===== src/rtl/st7789_spi_rx.sv =====
// Passive ST7789 SPI snooper: oversamples SCK/MOSI/DC/CSn, rebuilds bytes and
// decodes CASET/RASET/RAMWR into per-pixel RGB565 writes with (x, y).
`timescale 1ns/1ps
module st7789_spi_rx #(
  parameter int WIDTH   = 240,
  parameter int HEIGHT  = 320,
  parameter int COORD_W = 9
) (
  input  logic               clk,
  input  logic               rst,
  input  logic               spi_clk,
  input  logic               spi_mosi,
  input  logic               spi_dc,
  input  logic               spi_csn,
  output logic               byte_valid,
  output logic [7:0]         byte_data,
  output logic               byte_dc,
  output logic               pix_valid,
  output logic [COORD_W-1:0] pix_x,
  output logic [COORD_W-1:0] pix_y,
  output logic [15:0]        pix_data
);
  localparam logic [COORD_W-1:0] XE_RST = COORD_W'(WIDTH - 1);
  localparam logic [COORD_W-1:0] YE_RST = COORD_W'(HEIGHT - 1);

  typedef enum logic [1:0] {IDLE, CASET, RASET, RAMWR} state_t;

  logic r_sck_s1, r_sck_s2, r_sck_s3;
  logic r_mosi_s1, r_mosi_s2, r_dc_s1, r_dc_s2, r_csn_s1, r_csn_s2;
  logic w_sck_rise;

  always_ff @(posedge clk or posedge rst) begin
    if (rst) begin
      {r_sck_s1, r_sck_s2, r_sck_s3} <= '0;
      {r_mosi_s1, r_mosi_s2, r_dc_s1, r_dc_s2} <= '0;
      {r_csn_s1, r_csn_s2} <= 2'b11;
    end else begin
      {r_sck_s1, r_sck_s2, r_sck_s3} <= {spi_clk, r_sck_s1, r_sck_s2};
      {r_mosi_s1, r_mosi_s2} <= {spi_mosi, r_mosi_s1};
      {r_dc_s1, r_dc_s2}     <= {spi_dc, r_dc_s1};
      {r_csn_s1, r_csn_s2}   <= {spi_csn, r_csn_s1};
    end
  end

  assign w_sck_rise = r_sck_s2 & ~r_sck_s3;

  logic [6:0] r_shift;
  logic [2:0] r_bitcnt;

  always_ff @(posedge clk or posedge rst) begin
    if (rst) begin
      r_shift    <= '0;
      r_bitcnt   <= '0;
      byte_valid <= 1'b0;
      byte_data  <= '0;
      byte_dc    <= 1'b0;
    end else begin
      byte_valid <= 1'b0;
      if (r_csn_s2) begin
        r_bitcnt <= '0;
      end else if (w_sck_rise) begin
        r_shift  <= {r_shift[5:0], r_mosi_s2};
        r_bitcnt <= r_bitcnt + 3'd1;
        if (r_bitcnt == 3'd7) begin
          byte_data  <= {r_shift, r_mosi_s2};
          byte_dc    <= r_dc_s2;
          byte_valid <= 1'b1;
        end
      end
    end
  end

  state_t r_state, w_state_nxt;
  logic   w_cmd, w_dat;

  assign w_cmd = byte_valid & ~byte_dc;
  assign w_dat = byte_valid &  byte_dc;

  always_ff @(posedge clk or posedge rst) begin
    if (rst) r_state <= IDLE;
    else     r_state <= w_state_nxt;
  end

  always_comb begin
    w_state_nxt = r_state;
    if (w_cmd) begin
      case (byte_data)
        8'h2A:   w_state_nxt = CASET;
        8'h2B:   w_state_nxt = RASET;
        8'h2C:   w_state_nxt = RAMWR;
        default: w_state_nxt = IDLE;
      endcase
    end
  end

  logic [2:0]         r_idx;
  logic [7:0]         r_start_hi, r_start_lo, r_end_hi, r_hi;
  logic               r_half;
  logic [COORD_W-1:0] r_xs, r_xe, r_ys, r_ye, r_x, r_y;
  logic [COORD_W-1:0] w_start, w_end;

  assign w_start = COORD_W'({r_start_hi, r_start_lo});
  assign w_end   = COORD_W'({r_end_hi, byte_data});

  always_ff @(posedge clk or posedge rst) begin
    if (rst) begin
      r_idx      <= '0;
      r_start_hi <= '0;
      r_start_lo <= '0;
      r_end_hi   <= '0;
      r_hi       <= '0;
      r_half     <= 1'b0;
      r_xs       <= '0;
      r_ys       <= '0;
      r_xe       <= XE_RST;
      r_ye       <= YE_RST;
      r_x        <= '0;
      r_y        <= '0;
      pix_valid  <= 1'b0;
      pix_x      <= '0;
      pix_y      <= '0;
      pix_data   <= '0;
    end else begin
      pix_valid <= 1'b0;
      if (w_cmd) begin
        r_idx <= '0;
        if (byte_data == 8'h2C) begin
          r_x    <= r_xs;
          r_y    <= r_ys;
          r_half <= 1'b0;
        end
      end else if (w_dat) begin
        case (r_state)
          CASET, RASET: begin
            // Index saturates at 4 so trailing parameter bytes are dropped.
            if (r_idx != 3'd4) r_idx <= r_idx + 3'd1;
            case (r_idx)
              3'd0: r_start_hi <= byte_data;
              3'd1: r_start_lo <= byte_data;
              3'd2: r_end_hi   <= byte_data;
              3'd3: begin
                if (r_state == CASET) begin
                  r_xs <= w_start;
                  r_xe <= w_end;
                end else begin
                  r_ys <= w_start;
                  r_ye <= w_end;
                end
              end
              default: ;
            endcase
          end
          RAMWR: begin
            if (!r_half) begin
              r_hi   <= byte_data;
              r_half <= 1'b1;
            end else begin
              r_half    <= 1'b0;
              pix_valid <= 1'b1;
              pix_x     <= r_x;
              pix_y     <= r_y;
              pix_data  <= {r_hi, byte_data};
              if (r_x != r_xe) begin
                r_x <= r_x + 1'b1;
              end else begin
                r_x <= r_xs;
                r_y <= (r_y == r_ye) ? r_ys : r_y + 1'b1;
              end
            end
          end
          default: ;
        endcase
      end
    end
  end
endmodule


===== config.mk =====
export PLATFORM = sky130hd
export DESIGN_NAME = st7789_spi_rx
export DESIGN_NICKNAME = d
export VERILOG_FILES = /design/src/rtl/st7789_spi_rx.sv
export SDC_FILE = /design/constraint.sdc
export NUM_CORES = 1
export LEC_CHECK = 0
export ABC_AREA = 1
export ABC_CLOCK_PERIOD_IN_PS = 14400
export CAP_MARGIN = 10
export CORE_UTILIZATION = 40
export DETAILED_ROUTE_END_ITERATION = 6
export GPL_TIMING_DRIVEN = 1
export SLEW_MARGIN = 25
export SYNTH_ARGS = -nofsm -noshare
export SYNTH_HDL_FRONTEND = slang
export SYNTH_SLANG_ARGS = --single-unit
export TNS_END_PERCENT = 20

===== constraint.sdc =====
create_clock -name clk -period 14.4 [get_ports clk]
set_input_delay 4.32 -clock clk [delete_from_list [all_inputs] [get_ports clk]]
set_output_delay 4.32 -clock clk [all_outputs]
set_load 0.05 [all_outputs]

==> results of run 1 <==
final timing paths:
check                           slack, ns  cells past startpoint         start           end
worst max-delay path                 8.35                      1  byte_data[4]  byte_data[4]
worst min-delay path                 0.35                      0       r_dc_s1       r_dc_s2
worst max register to register      12.21                     10  byte_data[6]        r_y[6]
worst min register to register       0.35                      0       r_dc_s1       r_dc_s2
max in group asynchronous            8.68                      3           rst      pix_y[1]
min in group asynchronous            4.34                      2           rst       r_dc_s1
power groups by stage:
stage / Sequential [mW] / Clock (mW) / Combinational, mW
after floorplan: 0.414 / 0 / 0.0106
after global routing: 0.409 / 0.524 / 0.0178
final: 0.408 / 0.498 / 0.0151
after CTS: 0.408 / 0.505 / 0.0158
after detailed placement: 0.415 / 0 / 0.0158
after global placement: 0.415 / 0 / 0.0153
cells in the mapped netlist (all sizes together) (2+ instances only):
cell    count  area (um2)
nand3      35       205.2
clkbuf     11       41.29
nand4       8       50.05
dfstp      16       420.4
buf         8       45.04
a21oi      31       170.2
nand2     161       609.3
nor2       43       171.4
xnor2      12       105.1
inv        64       240.2
nor3        4       36.29
ha         11       137.6
o21ai      75       375.4
xor2       14       122.6
a22o        2       17.52
mux2       16       180.2
dfrtp     126        3153
area by class of cell:
class / count / area share (%)
flip-flops and latches: 142 / 47.92
multi-input cells: 416 / 29.78
repair buffers: 52 / 6.913
clock buffers: 21 / 6.175
inverters: 64 / 3.289
well taps: 184 / 3.087
clock inverters: 11 / 2.836
per-layer routing:
| layer | part of all wire [%] | GRT usage (%) |
|---|---|---|
| met1 | 48 | 24.83 |
| met2 | 47 | 28.10 |
| met3 | 3.5 | 4.964 |
| met4 | 1.5 | 6.456 |
| met5 | 0 | 0 |
layout by cell type, fill, tap and decap left out, types with 3 or more instances in the layout:
cell and instances:
clkbuf_16 17, nand3_1 28, nand4_1 8, bufinv_16 6
o21ai_0 75, nor2_2 3, nand3_2 7, xnor2_1 12
nor2_1 39, xor2_1 14, nand2_1 158, a21oi_1 29
nand2_2 3, clkinv_2 3, inv_1 61, ha_1 11
dfstp_2 16, dfrtp_1 126, mux2_2 16, clkdlybuf4s50_1 50
cell families (layout without fill, tap and decap cells):
family / after synthesis / after routing
xor+xnor: 26 / 26
simple gates: 253 / 253
buf+inv: 83 / 148
compound gates: 110 / 110
flops: 142 / 142
mux: 16 / 16
fa+ha+maj: 11 / 11
state kept, by name, summed over array words and instances (netlist names), 2 cells and up:
signal and count:
pix_data 16, pix_x 9, pix_y 9, r_x 9, r_xe 9, r_xs 9, r_y 9, r_ye 9
r_ys 9, byte_data 8, r_hi 8, r_start_lo 8, r_shift 7, r_bitcnt 3, r_idx 3, r_state 2
metrics by stage:
step | worst slack [ns] | util, % | hold slack [ns] | cell area, um2 | instances
after floorplan | 6.297 | - | 0.3312 | 6108 | 641
after global placement | 8.184 | 46.11 | 0.3324 | 6778 | 858
after detailed placement | 8.154 | 46.11 | 0.3356 | 6778 | 858
after CTS | 8.334 | 50.68 | 0.3490 | 7450 | 890
after global routing | 8.302 | 50.73 | 0.3572 | 7457 | 890
final | 8.354 | 50.73 | 0.3460 | 7457 | 890
==> impl_metrics.csv, run 1 <==
group,metric,value,unit
global_routing,overflow,0,
global_routing,grt_usage,18.26,%
synthesis,synth_top_family_by_area,"simple AND/OR/NAND/NOR gates",
final_layout,areaGrowthSynthToFinish,22.08,%
clock_tree,cts_resized,0,
synthesis,async_reset_ff_share,100.0,%
drt,firstDrtPassIters,7,
synthesis,synth_mux_area_share,2.950,%
global_routing,grt_pass1_vias,4340,
power,netSwitchingFraction,19.47,%
clock_tree,clkLatencyLatePin,0.43,ns
drt,dr.first_iter.drc_count,307,
final_layout,drive_above_1_share,12.04,%
synthesis,synth-seq-cells,142,
worst_setup_path,path_delay_family,"buffers and inverters",
worst_setup_path,crit_slowest_cell,"clkdlybuf4s50_1",
clock_tree,clock-sinks,142,
synthesis,synth_fa_ha_area_share,2.253,%
clock_tree,clock-root-buffer,"clkbuf_16",
clock_tree,cts_hold_buf,0,
placed_design,hpwl,8909,um
sta,fmax,0.1654,GHz
sta,slew_headroom,40.77,%
synthesis,postSynthCellCount,641,
worst_setup_path,crit_chain,"clkdlybuf4s50_1",
power,p_leak,3.393,nW
clock_tree,cts_made_buffers,17,
status,violations,"design-rule violations",
clock_tree,cts_max_path_buffers,2,
synthesis,synthesis.area,6108,um2
drt,vias,4421,
clock_tree,post-cts-setup-buffers,0,
power,vdd_ir_drop_max,106.7,uV
drt,wl_per_cell,14.72,um
worst_setup_path,critPathMaxStageDelay,0.85,ns
floorplan,core_area,14700,um2
synthesis,synth_xor_area_share,3.728,%
worst_setup_path,endpoint_kind,"output port",
sta,finalMaxSlewViolations,0,
final_layout,num_antenna_cells,0,
placed_design,gp_congestion,0.8118,
job,max-cap-violations,0,
drt,viasPerCell,4.967,
global_routing,grt_max_degree,73,
sta,finalSetupViolations,0,
sta,worstMarginPinSlew,0.8884,ns
worst_setup_path,worst-path-max-fanout,4,
synthesis,synth-edff-count,0,
floorplan,die_w,125.6,um
synthesis,yosysWarnings,0,
sta,period_needed,6.046,ns
clock_tree,clk_pin_slew,0.06,ns
power,switchingPower,0.1794,mW
global_routing,antenna_found_initial,0,
synthesis,syn_area_per_cell,9.529,um2
drt,ant_nets,0,
drt,drc,3,
status,run_status,"finished, violations left",
worst_setup_path,worstPathRequired,10.08,ns
clock_tree,cts_tree,"built",
synthesis,synthDistinctLibCells,31,
sta,min_period_over_period,41.98,%
sta,hold_violations,0,
power,clkPwrFrac,54.1,%
placed_design,io_buffers,50,
final_layout,n_fill_cell,1372,
worst_setup_path,critPathLaunchType,"flop",
hold_path,hp-class,"reg2reg",
global_routing,grt_pass1_wl,22070,um
synthesis,synth_flop_cell,"dfrtp_1",
final_layout,multi_input_area,2221,um2
clock_tree,htree_num_levels,4,
floorplan,fp.dieH,125.6,um
power,p_int,0.7420,mW
power,comb_power_share,1.6,%
sta,fin_worst_skew,0.008865,ns
floorplan,num_rows,44,
power,p_per_area,123.6,nW/um2
final_layout,regArea,3573,um2
worst_setup_path,crit_buf_inv,1,
sta,rsz0062_at_grt,"false",
final_layout,nets,710,
synthesis,synth-compound-area-share,9.443,%
worst_setup_path,arrival,1.73,ns
sta,fin_tns_setup,0,ns
synthesis,synth_seq_area_share,58.50,%
drt,routed_wl,13100,um
power,p_total,0.9214,mW
floorplan,io_pins,51,
synthesis,syn-num-nets,658,
power,pwr-share-seq,44.3,%
floorplan,start_util,41.56,%
floorplan,fp.dieArea,15770,um2
worst_setup_path,path_class,"reg2out",
synthesis,synthSimpleGateAreaFrac,17.78,%
(Power assumes the default switching activity.)
==> run 2, diff against run 1 <==
--- a/config.mk
+++ b/config.mk
@@ -6,7 +6,7 @@
 export NUM_CORES = 1
 export LEC_CHECK = 0
 export ABC_AREA = 1
-export ABC_CLOCK_PERIOD_IN_PS = 14400
+export ABC_CLOCK_PERIOD_IN_PS = 5900
 export CAP_MARGIN = 10
 export CORE_UTILIZATION = 40
 export DETAILED_ROUTE_END_ITERATION = 6
==> constraint.sdc (replaced) <==
create_clock -name clk -period 5.9 [get_ports clk]
set_input_delay 1.77 -clock clk [delete_from_list [all_inputs] [get_ports clk]]
set_output_delay 1.77 -clock clk [all_outputs]
set_load 0.05 [all_outputs]
==> impl_metrics.csv, run 2 (synthesis results as in run 1) <==
group,metric,value,unit
final_layout,drive_above_1_share,11.88,%
floorplan,die_w,125.6,um
worst_setup_path,worst-path-max-fanout,5,
worst_setup_path,endpoint_kind,"output port",
final_layout,num_antenna_cells,0,
floorplan,io_pins,51,
clock_tree,clkLatencyLatePin,0.42,ns
placed_design,pre_cts_slack,2.587,ns
worst_setup_path,path_delay_family,"buffers and inverters",
global_routing,grt_usage,18.94,%
final_layout,n_fill_cell,1354,
floorplan,fp.dieH,125.6,um
worst_setup_path,arrival,1.70,ns
worst_setup_path,crit_buf_inv,1,
clock_tree,cts_hold_buf,0,
final_layout,areaGrowthSynthToFinish,20.14,%
placed_design,hpwl,9340,um
sta,worstMarginPinSlew,0.7881,ns
floorplan,start_util,41.56,%
sta,fmax,0.2884,GHz
sta,whs,0.3526,ns
clock_tree,cts_tree,"built",
global_routing,grt_max_degree,53,
drt,wl_per_cell,15.10,um
drt,firstDrtPassIters,6,
clock_tree,cts_max_path_buffers,2,
global_routing,grt_pass1_wl,23120,um
final_layout,top_register,"pix_data",
drt,routed_wl,13450,um
clock_tree,htree_num_levels,4,
power,p_total,2.026,mW
status,run_status,"finished, violations left",
sta,slew_headroom,47.40,%
worst_setup_path,worstPathRequired,4.13,ns
worst_setup_path,rr_worst_depth,10,
final_layout,mostFrequentLayoutCells,"nand2_1, dfrtp_1, o21ai_0",
job,max-cap-violations,0,
floorplan,core_area,14700,um2
drt,ant_nets,0,
global_routing,grt_pass1_vias,4527,
clock_tree,clk_pin_slew,0.06,ns
worst_setup_path,path_depth,1,
clock_tree,post-cts-setup-buffers,0,
sta,setup_slack,2.433,ns
sta,min_period_over_period,58.76,%
sta,rsz0062_at_grt,"false",
clock_tree,clock-root-buffer,"clkbuf_16",
hold_path,hp-class,"reg2reg",
worst_setup_path,timing.rr.start,"byte_data[6]",
worst_setup_path,crit_chain,"clkdlybuf4s50_1",
worst_setup_path,critPathLaunchType,"flop",
placed_design,gp_congestion,0.7819,
drt,vias,4464,
sta,fin_worst_skew,0.01230,ns
final_layout,stdcell_count,891,
worst_setup_path,startpoint,"byte_data[0]",
final_layout,multi_input_area,2221,um2
global_routing,antenna_found_initial,0,
drt,dr.first_iter.drc_count,402,
worst_setup_path,path_class,"reg2out",
floorplan,num_rows,44,
power,p_leak,3.335,nW
sta,period_needed,3.467,ns
floorplan,fp.dieArea,15770,um2
final_layout,nets,711,
sta,finalMaxSlewViolations,0,
sta,fin_tns_setup,0,ns
worst_setup_path,crit_end,"byte_data[0]",
clock_tree,clock-sinks,142,
status,violations,"design-rule violations",
drt,viasPerCell,5.010,
worst_setup_path,r2r_setup_slack,3.65,ns
worst_setup_path,r2r_end,"r_y[0]",
final_layout,regArea,3573,um2
final_layout,layout_commonest_cell,"nand2_1",
worst_setup_path,critPathMaxStageDelay,0.84,ns
clock_tree,cts_resized,0,
placed_design,io_buffers,50,
power,vdd_ir_drop_max,194.4,uV
placed_design,placed_area,6785,um2
power,p_per_area,276.0,nW/um2
sta,finalSetupViolations,0,
clock_tree,cts_made_buffers,17,
sta,hold_violations,0,
drt,drc,3,
placed_design,dp.cells,859,
global_routing,overflow,0,
final_layout,largest_reg_flops,16,
final_layout,final_area,7338,um2
final_layout,finish.utilization,49.92,%
worst_setup_path,crit_slowest_cell,"clkdlybuf4s50_1",
-- run 2: how the worst min path moves through the flow --
stage                       start       to  slack, ns  cells after the start
after global routing      r_dc_s1  r_dc_s2       0.36                      0
after detailed placement  r_dc_s1  r_dc_s2       0.34                      0
after global placement    r_dc_s1  r_dc_s2       0.33                      0
after floorplan           r_dc_s1  r_dc_s2       0.33                      0
final                     r_dc_s1  r_dc_s2       0.35                      0
after CTS                 r_dc_s1  r_dc_s2       0.35                      0
-- run 2: power breakdown --
| part | switching, mW | internal (mW) |
|---|---|---|
| Combinational | 0.0299 | 0.00919 |
| Sequential | 0.00701 | 0.990 |
| Clock | 0.400 | 0.589 |
-- run 2: routing by layer --
| layer | wire [um] | global-route usage, % | up-vias | share of wire (%) |
|---|---|---|---|---|
| met5 | 0 | 0 | - | 0 |
| met4 | 170 | 6.313 | 0 | 1.3 |
| met3 | 519 | 4.707 | 12 | 3.9 |
| met2 | 6142 | 28.59 | 90 | 46 |
| met1 | 6620 | 26.65 | 2185 | 49 |
| li1 | - | - | 2177 | - |
-- run 2: layout make-up --
class                      count  share of cell area, %
clock inverter                10                  1.245
timing repair buffer          53                  7.127
inverter                      64                  3.342
sequential                   142                  48.70
multi-input combinational    416                  30.26
tap                          184                  3.137
clock buffer                  22                  6.189
==> run 3, diff against run 2 <==
--- a/config.mk
+++ b/config.mk
@@ -6,7 +6,7 @@
 export NUM_CORES = 1
 export LEC_CHECK = 0
 export ABC_AREA = 1
-export ABC_CLOCK_PERIOD_IN_PS = 5900
+export ABC_CLOCK_PERIOD_IN_PS = 3650
 export CAP_MARGIN = 10
 export CORE_UTILIZATION = 40
 export DETAILED_ROUTE_END_ITERATION = 6
==> constraint.sdc (replaced) <==
create_clock -name clk -period 3.65 [get_ports clk]
set_input_delay 1.095 -clock clk [delete_from_list [all_inputs] [get_ports clk]]
set_output_delay 1.095 -clock clk [all_outputs]
set_load 0.05 [all_outputs]
==> impl_metrics.csv, run 3 (synthesis results as in run 1) <==
group,metric,value,unit
sta,setup_slack,0.8675,ns
worst_setup_path,crit_chain,"clkdlybuf4s50_1",
clock_tree,clock-root-buffer,"clkbuf_16",
final_layout,layout_commonest_cell,"nand2_1",
clock_tree,cts_tree,"built",
clock_tree,cts_resized,0,
placed_design,dp.cells,862,
sta,finalMaxSlewViolations,0,
hold_path,holdPathEnd,"r_dc_s2",
floorplan,io_pins,51,
power,p_per_area,451.1,nW/um2
global_routing,grt_usage,18.84,%
worst_setup_path,path_delay_family,"buffers and inverters",
clock_tree,htree_num_levels,4,
worst_setup_path,timing.rr.start,"byte_data[6]",
clock_tree,clk_pin_slew,0.06,ns
sta,hold_violations,0,
floorplan,num_rows,44,
sta,whs,0.3529,ns
worst_setup_path,worst-path-max-fanout,4,
worst_setup_path,critPathLaunchType,"flop",
worst_setup_path,crit_buf_inv,1,
sta,fin_worst_skew,0.005427,ns
worst_setup_path,arrival,1.69,ns
drt,wl_per_cell,15.12,um
drt,dr.first_iter.drc_count,326,
final_layout,drive_above_1_share,12.39,%
drt,viasPerCell,4.971,
drt,ant_nets,0,
drt,firstDrtPassIters,7,
placed_design,io_buffers,50,
worst_setup_path,endpoint_kind,"output port",
final_layout,stdcell_count,894,
floorplan,start_util,41.56,%
clock_tree,cts_max_path_buffers,2,
global_routing,grt_pass1_wl,22760,um
worst_setup_path,rr_worst_depth,10,
power,vdd_ir_drop_max,276.3,uV
hold_path,hold_path.startpoint,"r_dc_s1",
drt,drc,3,
final_layout,nets,714,
floorplan,fp.dieH,125.6,um
sta,min_period_over_period,76.23,%
sta,fin_tns_setup,0,ns
global_routing,grt_pass1_vias,4470,
sta,worstMarginPinSlew,0.9801,ns
floorplan,die_w,125.6,um
global_routing,antenna_found_initial,0,
global_routing,grt_max_degree,67,
worst_setup_path,crit_slowest_cell,"clkdlybuf4s50_1",
floorplan,core_area,14700,um2
drt,routed_wl,13520,um
final_layout,mostFrequentLayoutCells,"nand2_1, dfrtp_1, o21ai_0",
worst_setup_path,critPathMaxStageDelay,0.84,ns
placed_design,gp_congestion,0.7965,
drt,vias,4444,
status,violations,"design-rule violations",
final_layout,largest_reg_flops,16,
power,p_leak,3.356,nW
final_layout,top_register,"pix_data",
clock_tree,clock-sinks,142,
sta,finalSetupViolations,0,
placed_design,pre_cts_slack,1.237,ns
sta,fmax,0.3594,GHz
clock_tree,cts_hold_buf,0,
sta,period_needed,2.783,ns
status,run_status,"finished, violations left",
clock_tree,clkLatencyLatePin,0.42,ns
worst_setup_path,r2r_setup_slack,1.42,ns
worst_setup_path,r2r_end,"r_y[1]",
placed_design,hpwl,9427,um
worst_setup_path,worstPathRequired,2.55,ns
clock_tree,cts_made_buffers,17,
job,max-cap-violations,0,
floorplan,fp.dieArea,15770,um2
final_layout,areaGrowthSynthToFinish,21.08,%
sta,slew_headroom,34.50,%
final_layout,num_antenna_cells,0,
worst_setup_path,path_class,"reg2out",
global_routing,overflow,0,
sta,rsz0062_at_grt,"false",
hold_path,min_path_cells,0,
clock_tree,post-cts-setup-buffers,0,
hold_path,hp-class,"reg2reg",
run 3: final cells by class:
type                            count  area [um2]
Multi-Input combinational cell    416        2218
Clock buffer                       23       488.0
Inverter                           64       244.0
Timing Repair Buffer               56       558.0
Fill cell                        1347        7303
Tap cell                          184       230.2
Sequential cell                   142        3573
Clock inverter                      9       83.83
run 3: worst max-delay path by stage:
stage	start	to	slack (ns)	cells past startpoint
after CTS	byte_data[4]	byte_data[4]	0.86	1
after global placement	rst	r_xe[3]	1.27	3
final	byte_data[7]	byte_data[7]	0.87	1
after detailed placement	rst	r_xe[6]	1.24	3
after floorplan	rst	byte_data[0]	0.79	1
after global routing	byte_data[2]	byte_data[2]	0.81	1
run 3: through the flow:
step | area [um2] | util [%] | power, mW
2_1_floorplan | 6112 | - | 1.677
3_3_place_gp | 6819 | 46.39 | 1.703
3_5_place_dp | 6819 | 46.39 | 1.707
4_1_cts | 7391 | 50.28 | 3.367
5_1_grt | 7396 | 50.31 | 3.437
6_report | 7396 | 50.31 | 3.336
run 3: power by group:
part           switching, mW  total, mW  internal [mW]
sequential            0.0112       1.61           1.60
clock                  0.653       1.66           1.01
combinational         0.0488     0.0658         0.0170
total                  0.713       3.34           2.62
run 3: layer usage:
layer | GRT usage, % | part of all wire, % | vias up
met4 | 7.819 | 1.7 | 0
li1 | - | - | 2184
met1 | 24.70 | 47 | 2168
met5 | 0 | 0 | -
met2 | 30.16 | 48 | 75
met3 | 4.279 | 3.7 | 17
